### src/rtl/matrix_mem_if.sv
// Start/done memory handshake bundle between the control FSM (master) and the memory responder (slave).
interface matrix_mem_if #(
    parameter int unsigned ADDR_W = 8,
    parameter int unsigned N_ELEM = 25
);
    logic                    start;
    logic                    wr;
    logic                    bulk;
    logic [ADDR_W-1:0]       address;
    logic [7:0]              data_in;
    logic [8*N_ELEM-1:0]     matrix_in;
    logic [7:0]              data_out;
    logic [8*N_ELEM-1:0]     matrix_out;
    logic                    done;
    logic                    busy;
    logic                    err;

    modport master (
        output start, wr, bulk, address, data_in, matrix_in,
        input  data_out, matrix_out, done, busy, err
    );

    modport slave (
        input  start, wr, bulk, address, data_in, matrix_in,
        output data_out, matrix_out, done, busy, err
    );
endinterface

### src/rtl/matrix_mem_responder.sv
// Byte-RAM responder for single-byte and 25-byte matrix reads/writes over a 4-phase start/done handshake.
// Optional MEM_ADDR_CHECK_EN: flag out-of-range requests on err and suppress their RAM access.
module matrix_mem_responder #(
    parameter int unsigned ADDR_W  = 8,
    parameter int unsigned DEPTH   = 256,
    parameter int unsigned LATENCY = 2,
    parameter int unsigned N_ELEM  = 25
) (
    input  logic          clk,
    input  logic          rst_n,
    matrix_mem_if.slave   bus
);
    localparam int unsigned MEM_AW   = (DEPTH > 1) ? $clog2(DEPTH) : 1;
    localparam int unsigned CNT_MAX  = (N_ELEM > LATENCY) ? N_ELEM : LATENCY;
    localparam int unsigned CNT_W    = $clog2(CNT_MAX + 1);
    localparam int unsigned LAT_LAST = (LATENCY > 0) ? LATENCY - 1 : 0;

    typedef enum logic [1:0] {IDLE, WAIT, XFER, DONE} state_t;

    state_t                state, state_nx;
    logic                  wr_q, bulk_q, err_q;
    logic [ADDR_W-1:0]     base_q;
    logic [7:0]            din_q;
    logic [8*N_ELEM-1:0]   min_q;
    logic [CNT_W-1:0]      cnt;
    logic [7:0]            mem [DEPTH];
    logic [31:0]           addr_sum;
    logic [MEM_AW-1:0]     addr;
    logic                  last_elem;
    logic                  access;
    logic                  err_req;

`ifdef MEM_ADDR_CHECK_EN
    assign err_req = (32'(bus.address) >= DEPTH) ||
                     (bus.bulk && (32'(bus.address) + N_ELEM - 1 >= DEPTH));
`else
    assign err_req = 1'b0;
`endif

    // Erroneous requests still walk through XFER so done keeps its normal latency.
    always_comb begin
        addr_sum  = 32'(base_q) + 32'(cnt);
        addr      = MEM_AW'(addr_sum % DEPTH);
        last_elem = bulk_q ? (cnt == CNT_W'(N_ELEM - 1)) : (cnt == '0);
        access    = (state == XFER) && !err_q;
    end

    always_ff @(posedge clk or negedge rst_n) begin
        if (!rst_n) state <= IDLE;
        else        state <= state_nx;
    end

    always_comb begin
        state_nx = state;
        bus.done = (state == DONE);
        bus.busy = (state != IDLE);
        bus.err  = err_q;
        case (state)
            IDLE: if (bus.start) state_nx = (LATENCY == 0) ? XFER : WAIT;
            WAIT: if (cnt == CNT_W'(LAT_LAST)) state_nx = XFER;
            XFER: if (last_elem) state_nx = DONE;
            DONE: if (!bus.start) state_nx = IDLE;
            default: state_nx = IDLE;
        endcase
    end

    always_ff @(posedge clk or negedge rst_n) begin
        if (!rst_n) begin
            wr_q           <= 1'b0;
            bulk_q         <= 1'b0;
            err_q          <= 1'b0;
            base_q         <= '0;
            din_q          <= '0;
            min_q          <= '0;
            cnt            <= '0;
            bus.data_out   <= '0;
            bus.matrix_out <= '0;
        end else begin
            case (state)
                IDLE: if (bus.start) begin
                    wr_q   <= bus.wr;
                    bulk_q <= bus.bulk;
                    base_q <= bus.address;
                    din_q  <= bus.data_in;
                    min_q  <= bus.matrix_in;
                    err_q  <= err_req;
                    cnt    <= '0;
                end
                WAIT: cnt <= (cnt == CNT_W'(LAT_LAST)) ? '0 : cnt + 1'b1;
                XFER: begin
                    if (!last_elem) cnt <= cnt + 1'b1;
                    if (access && !wr_q) begin
                        if (bulk_q) bus.matrix_out[8*cnt +: 8] <= mem[addr];
                        else        bus.data_out <= mem[addr];
                    end
                end
                default: ;
            endcase
        end
    end

    // RAM contents survive reset; the async reset forces IDLE so no write follows it.
    always_ff @(posedge clk) begin
        if (access && wr_q)
            mem[addr] <= bulk_q ? min_q[8*cnt +: 8] : din_q;
    end
endmodule

### src/flat_wrapper.sv
// flat-port wrapper written by rule: the top's interface ports become plain ports
module matrix_mem_responder_flat 
#(
    parameter int unsigned ADDR_W  = 8,
    parameter int unsigned DEPTH   = 256,
    parameter int unsigned LATENCY = 2,
    parameter int unsigned N_ELEM  = 25
)
  (clk, rst_n, bus_start, bus_wr, bus_bulk, bus_address, bus_data_in, bus_matrix_in, bus_data_out, bus_matrix_out, bus_done, bus_busy, bus_err);
  matrix_mem_if #(.ADDR_W(ADDR_W), .N_ELEM(N_ELEM)) bus_i ();
  input  logic clk;
  input  logic rst_n;
  input wire logic [$bits(bus_i.start)-1:0] bus_start;
  input wire logic [$bits(bus_i.wr)-1:0] bus_wr;
  input wire logic [$bits(bus_i.bulk)-1:0] bus_bulk;
  input wire logic [$bits(bus_i.address)-1:0] bus_address;
  input wire logic [$bits(bus_i.data_in)-1:0] bus_data_in;
  input wire logic [$bits(bus_i.matrix_in)-1:0] bus_matrix_in;
  output wire logic [$bits(bus_i.data_out)-1:0] bus_data_out;
  output wire logic [$bits(bus_i.matrix_out)-1:0] bus_matrix_out;
  output wire logic [$bits(bus_i.done)-1:0] bus_done;
  output wire logic [$bits(bus_i.busy)-1:0] bus_busy;
  output wire logic [$bits(bus_i.err)-1:0] bus_err;
  assign bus_i.start = bus_start;
  assign bus_i.wr = bus_wr;
  assign bus_i.bulk = bus_bulk;
  assign bus_i.address = bus_address;
  assign bus_i.data_in = bus_data_in;
  assign bus_i.matrix_in = bus_matrix_in;
  assign bus_data_out = bus_i.data_out;
  assign bus_matrix_out = bus_i.matrix_out;
  assign bus_done = bus_i.done;
  assign bus_busy = bus_i.busy;
  assign bus_err = bus_i.err;
  matrix_mem_responder #(.ADDR_W(ADDR_W), .DEPTH(DEPTH), .LATENCY(LATENCY), .N_ELEM(N_ELEM)) u_core (.clk(clk), .rst_n(rst_n), .bus(bus_i));
endmodule
### config.mk
export PLATFORM = sky130hd
export DESIGN_NAME = matrix_mem_responder_flat
export DESIGN_NICKNAME = d
export VERILOG_FILES = /design/src/rtl/matrix_mem_if.sv /design/src/rtl/matrix_mem_responder.sv /design/src/flat_wrapper.sv
export SDC_FILE = /design/constraint.sdc
export NUM_CORES = 2
export LEC_CHECK = 0
export CORE_UTILIZATION = 57
export CTS_CLUSTER_SIZE = 14
export DETAILED_ROUTE_END_ITERATION = 8
export GPL_TIMING_DRIVEN = 0
export PLACE_DENSITY = 0.83
export SLEW_MARGIN = 15
export SYNTH_ARGS = -nofsm -noshare
export SYNTH_HDL_FRONTEND = slang
export SYNTH_SLANG_ARGS = --single-unit
### constraint.sdc
create_clock -name clk -period 13.8 [get_ports clk]
set_input_delay 1.38 -clock clk [delete_from_list [all_inputs] [get_ports clk]]
set_output_delay 1.38 -clock clk [all_outputs]
set_load 0.005 [all_outputs]
-- After elaboration in Yosys (flattened, before gate mapping)
Memories as Yosys holds them, arrays and structs flattened.
Index checks and enable logic that the tools add are counted.
Widths: inputs -> output; s select.
- register bits: 433
- RAM bits: 2048
- bits of input ports: 221
- output and inout port bits: 211
- word-level logic and storage cells: 53
- memories: 1
- memories (memory ; depth ; width ; rd ports ; clocked after memory_dff ; write ports ; line ; source):
    u_core.mem ; 256 ; 8 ; 1 ; 0 ; 1 ; matrix_mem_responder.sv:26 ; logic [7:0] mem [DEPTH];
- add/sub/neg operators: 3
- eq/ne operators: 10
- shifts and indexed selects: 3
- mux-type cells: 14
- bitwise operators: 1
- reductions and logical operators: 12
- operators with widths (kind ; count):
    $bwmux 200 ; 1
    $shift 8x34->200 const A ; 1
    $shiftx 200x9->8 ; 1
    $shiftx 8x34->200 ; 1
    $neg 8->34 ; 1
    $mux 5 ; 3
    $pmux 5 s3 ; 1
    $reduce_and 3->1 ; 3
    $add 8x5->8 ; 1
    $mux 2 ; 4
    $mux 8 ; 1
    $pmux 2 s4 ; 1
    $ne 2x2->1 const B ; 3
    $add 5x1->5 const B ; 1
    $eq 5x1->1 const B ; 1
    $eq 5x5->1 const B ; 1
    $logic_not 5->1 ; 1
    $eq 2x2->1 const B ; 2
    $ne 2x1->1 const B ; 2
    $reduce_and 4->1 ; 1
    $mux 1 ; 3
    $reduce_bool 3->1 ; 1
    $eq 2x1->1 const B ; 1
    $logic_and 1x1->1 ; 2
    5 further kinds ; 5

-- Longest topological paths before layout
- depth after elaboration: 4
- gate-level depth with buffers: 15
- gate-level depth less buffers: 10

-- Worst setup path before layout
No wires, ideal clock.
- path kind: register to register
- start point: register u_core.cnt[0]
- end point: memory u_core.mem[0][5] (data pin)
- setup time: 1579 ps
- data arrival time: 9042 ps
- required time: 12221 ps
- setup slack: 3179 ps
- cell stages (with the launch flop): 9
- buffers on the path: 3
- period minus slack after synthesis: 10621 ps
- cells stage by stage: dfrtp_1 buf_2 buf_1 clkbuf_1 mux4_2 mux2i_1 o21ai_0 mux2i_1 a21oi_1
- cells in the longest elaborated chain, start to end: 2
- ends and longest elaborated chain (element ; line ; source):
    from (decl) ; matrix_mem_responder.sv:25 ; logic [CNT_W-1:0] cnt;
    from (signal assigned) ; matrix_mem_responder.sv:89 ; WAIT: cnt <= (cnt == CNT_W'(LAT_LAST)) ? '0 : cnt + 1'b1;
    from (signal assigned) ; matrix_mem_responder.sv:91 ; if (!last_elem) cnt <= cnt + 1'b1;
    $shiftx 200x9->8 ; matrix_mem_responder.sv:105 ; mem[addr] <= bulk_q ? min_q[8*cnt +: 8] : din_q;
    $mux 8 ; matrix_mem_responder.sv:105 ;
    to (decl) ; matrix_mem_responder.sv:26 ;
No other way between the ends.

-- Worst setup path after layout
- start point: register u_core.cnt[0]
- end point: memory u_core.mem[82][6] (enable)
- cells in the longest elaborated chain, start to end: 1
- ends and longest elaborated chain (element ; line ; source):
    $add 8x5->8 ; matrix_mem_responder.sv:42 ; addr_sum = 32'(base_q) + 32'(cnt);
No other way between the ends.

==> summary.md <==
| Metric | Value |
|---|---|
| Status | `finished, final reports clean` |
| TritonCTS buffer count | `231` |
| Via Count | `55418` |
| Syn avg cell area | `19.8 um^2` |
| Setup slack at placement | `7.18 ns` |
| Full die area | `174000 um^2` |
| Fmax | `0.139 GHz` |
| Reg-to-reg critical path startpoint | `u_core.cnt[0]$_DFFE_PN0P_` |
| Worst reg-to-reg setup slack | `6.61 ns` |
| Seq cells post-synth | `2481` |
| CP startpoint | `u_core.cnt[0]$_DFFE_PN0P_` |
| Die W | `417 um` |
| Number of global-route vias before repair | `55927` |
| Fin nets | `5942` |
| Setup Buffers After CTS | `0` |
| Tmin final | `7.19 ns` |
| Overflow after GRT | `0` |
| Worst r2r dst | `u_core.mem[82][6]$_DFFE_PP_` |
| Drt initial violations | `8582` |
| Routed vias/inst | `6.80` |
| Placed Cells | `7690` |
| Layout cell share with drive strength beyond 1 | `0.261` |
| Switching Share | `0.384` |
| P_int | `18.9 mW` |
| Root Buffer | `clkbuf_16` |
| Synthesized Nets | `5192` |
| Clock power frac | `0.206` |
| Hold WS | `0.348 ns` |
| Final period util | `0.521` |
| Post-route setup slack | `6.61 ns` |
| CP Launch Type | `flop` |
| Maxcap violations | `0` |
| FP Rows | `151` |
| Worst Setup EP | `u_core.mem[82][6]$_DFFE_PP_` |
| Number of gates given a new drive strength after cts | `0` |
| Synthesized instance count | `4957` |
| Max_slew headroom | `0.0582` |
| Clk sinks | `2481` |
| LEAKAGE | `39.2 nW` |
| H-tree Lvls | `4` |
| First-pass GRT wire length | `391000 um` |
| Mapped Area | `98100 um^2` |
| Hold violation count in the final report | `0` |
| Synth async-reset ratio | `0.175` |
| Routability cong. | `0.909` |
| Drt total wl | `275000 um` |
| Fin. max-slew vios | `0` |
| I/O pins | `432` |
| WP data required | `14.30 ns` |
| Top_reg_cell synth | `edfxtp_1` |
| Antenna-violating nets left | `0` |
| Layout area overhead | `17.2%` |
| Core area | `170000 um^2` |
| Initial Util | `0.577` |
| RSZ-0062 raised after global routing | `false` |
| PortBufs | `430` |
| CTS clock-pin slew for the worst setup and hold paths | `0.06 ns` |
| WS Path Type | `flop to flop` |
| Switch Pwr | `11.8 mW` |
| Post-synthesis sequential area ratio | `0.737` |
| Critical Path AT | `7.69 ns` |
| Hpwl dp | `177000 um` |
| Reg2Reg Depth | `11` |
| Initial antenna violation count | `29` |
| WL/cell | `33.7 um` |
| Crit Path Max Fanout | `10` |
| TritonRoute pass-1 iters | `6` |
| Worst-Skew Late Latency | `0.89 ns` |
| Drc violations | `0` |
| Non-filler cells in the finished layout | `8147` |
| Design Area, Final | `115000 um^2` |
| Setup TNS | `0 ns` |
| Slew @ Worst Pin | `1.41 ns` |
| Overall fraction of global-route tracks in use | `0.316` |
| Yosys warns | `0` |
| Post-DP Area | `107000 um^2` |
| PD cells | `267 nW/um^2` |
| Clock Path Buffers | `3` |
| Die height | `417 um` |
| Setup Skew | `0.0418 ns` |
| Setup crit end kind | `flop` |
| Comb pwr share | `0.455` |
| # hold bufs at CTS | `0` |
| Largest net degree at the start of global routing | `111` |
| Seq pwr share | `0.339` |
| CTS tree | `yes` |
| Synth unique cells | `50` |
| Max rail drop VDD | `0.177 mV` |
| Worst min-delay path class | `input port to asynchronous set/reset pin` |
| EDFF count, synth | `2048` |
| Setup violators final | `0` |
[cells by family (layout without fill, tap and decap cells)]
family,count (synthesis),in the layout,synth area share
AND/OR/NAND/NOR,787,787,0.0333
XOR/XNOR,6,6,0.000536
adder cells (fa/ha/maj),14,14,0.00186
multiplexers,1203,1203,0.201
AO/OA/AOI/OAI,149,149,0.0116
flip-flops,2481,2481,0.737
buffers and inverters,316,1263,0.0146
other,1,26,0.0000382
[through the flow]
stage               power [mW]   util
floorplan                 18.8      -
finish                    30.7  0.676
global placement          22.4  0.619
CTS                       30.3  0.676
global route              31.3  0.676
detailed placement        23.8  0.632
[flip-flops by register name, indices dropped and copies added, names as in the netlist]
register / cells
u_core.mem: 2048
u_core.cnt: 5
u_core.base_q: 8
u_core.bus.matrix_out: 200
u_core.wr_q: 1
u_core.state: 2
u_core.min_q: 200
u_core.bulk_q: 1
u_core.bus.data_out: 8
u_core.din_q: 8
[power by group through the flow]
stage                     registers [mW]  logic (mW)  clock network (mW)
after floorplan                     11.2        7.60                   0
after global placement              11.2        11.2                   0
after detailed placement            10.5        13.3                   0
after CTS                           10.4        13.6                6.33
after global routing                10.4        14.3                6.61
final                               10.4        14.0                6.34
[metal layers]
layer,wire length (um),global-route usage
met1,89300,0.390
met2,131000,0.502
met3,35500,0.0880
met4,18800,0.187
met5,155,0.00139
[cell usage after synthesis (28+ instances only)]
| library cell | number | area (um^2) |
|---|---|---|
| nand3_1 | 161 | 806 |
| edfxtp_1 | 2048 | 61500 |
| mux2_2 | 426 | 4800 |
| a21boi_1 | 28 | 210 |
| nand2_1 | 287 | 1080 |
| a32oi_1 | 64 | 561 |
| mux4_2 | 568 | 12800 |
| nor2_1 | 296 | 1110 |
| clkbuf_1 | 170 | 638 |
| buf_2 | 68 | 340 |
| buf_1 | 35 | 131 |
| dfrtp_1 | 433 | 10800 |
| mux2i_1 | 209 | 2090 |
[cell usage in the layout (no fill, tap or decap), drive strengths merged, types with 5 or more instances in the layout]
cell,n
nor3,7
nor2b,5
buf,220
mux4,568
inv,24
clkinv,78
a21oi,14
a32oi,64
a21boi,32
o21ai,20
edfxtp,2048
nand3,161
mux2,426
dfrtp,433
clkbuf,497
ha,13
or4,8
bufinv,13
nand4,6
nor2,296
clkdlybuf4s50,429
nand2,287
mux2i,209
diode,25
[area by class of cell]
class,instances,area [um^2]
multi-input combinational,2160,24400
tap,2218,2780
antenna,25,62.6
fill,9915,55100
buffer,302,1400
clock buffer,327,6480
clock inverter,103,942
timing repair buffer,517,6470
inverter,14,52.6
sequential,2481,72300
[how the worst min path moves through the flow]
stage	slack, ns	end	cells after the start
after detailed placement	0.49	u_core.min_q[145]$_DFFE_PN0P_	1
after CTS	0.32	u_core.min_q[13]$_DFFE_PN0P_	1
final	0.35	u_core.min_q[108]$_DFFE_PN0P_	1
after global routing	0.35	u_core.min_q[13]$_DFFE_PN0P_	1
after floorplan	0.47	u_core.min_q[112]$_DFFE_PN0P_	1
after global placement	0.48	u_core.min_q[18]$_DFFE_PN0P_	1
[critical path, stage by stage, from the launching register on]
cell and delay (ns):
dfrtp_1 0.47, ha_1 0.28, fa_1 0.59, clkbuf_1 0.97
clkbuf_1 0.69, clkbuf_1 0.54, inv_1 0.16, nor3_1 0.52
nand3_1 1.06, clkbuf_2 0.56, buf_16 0.25, nor2_1 0.69
Power figures use the tool's default switching activity.
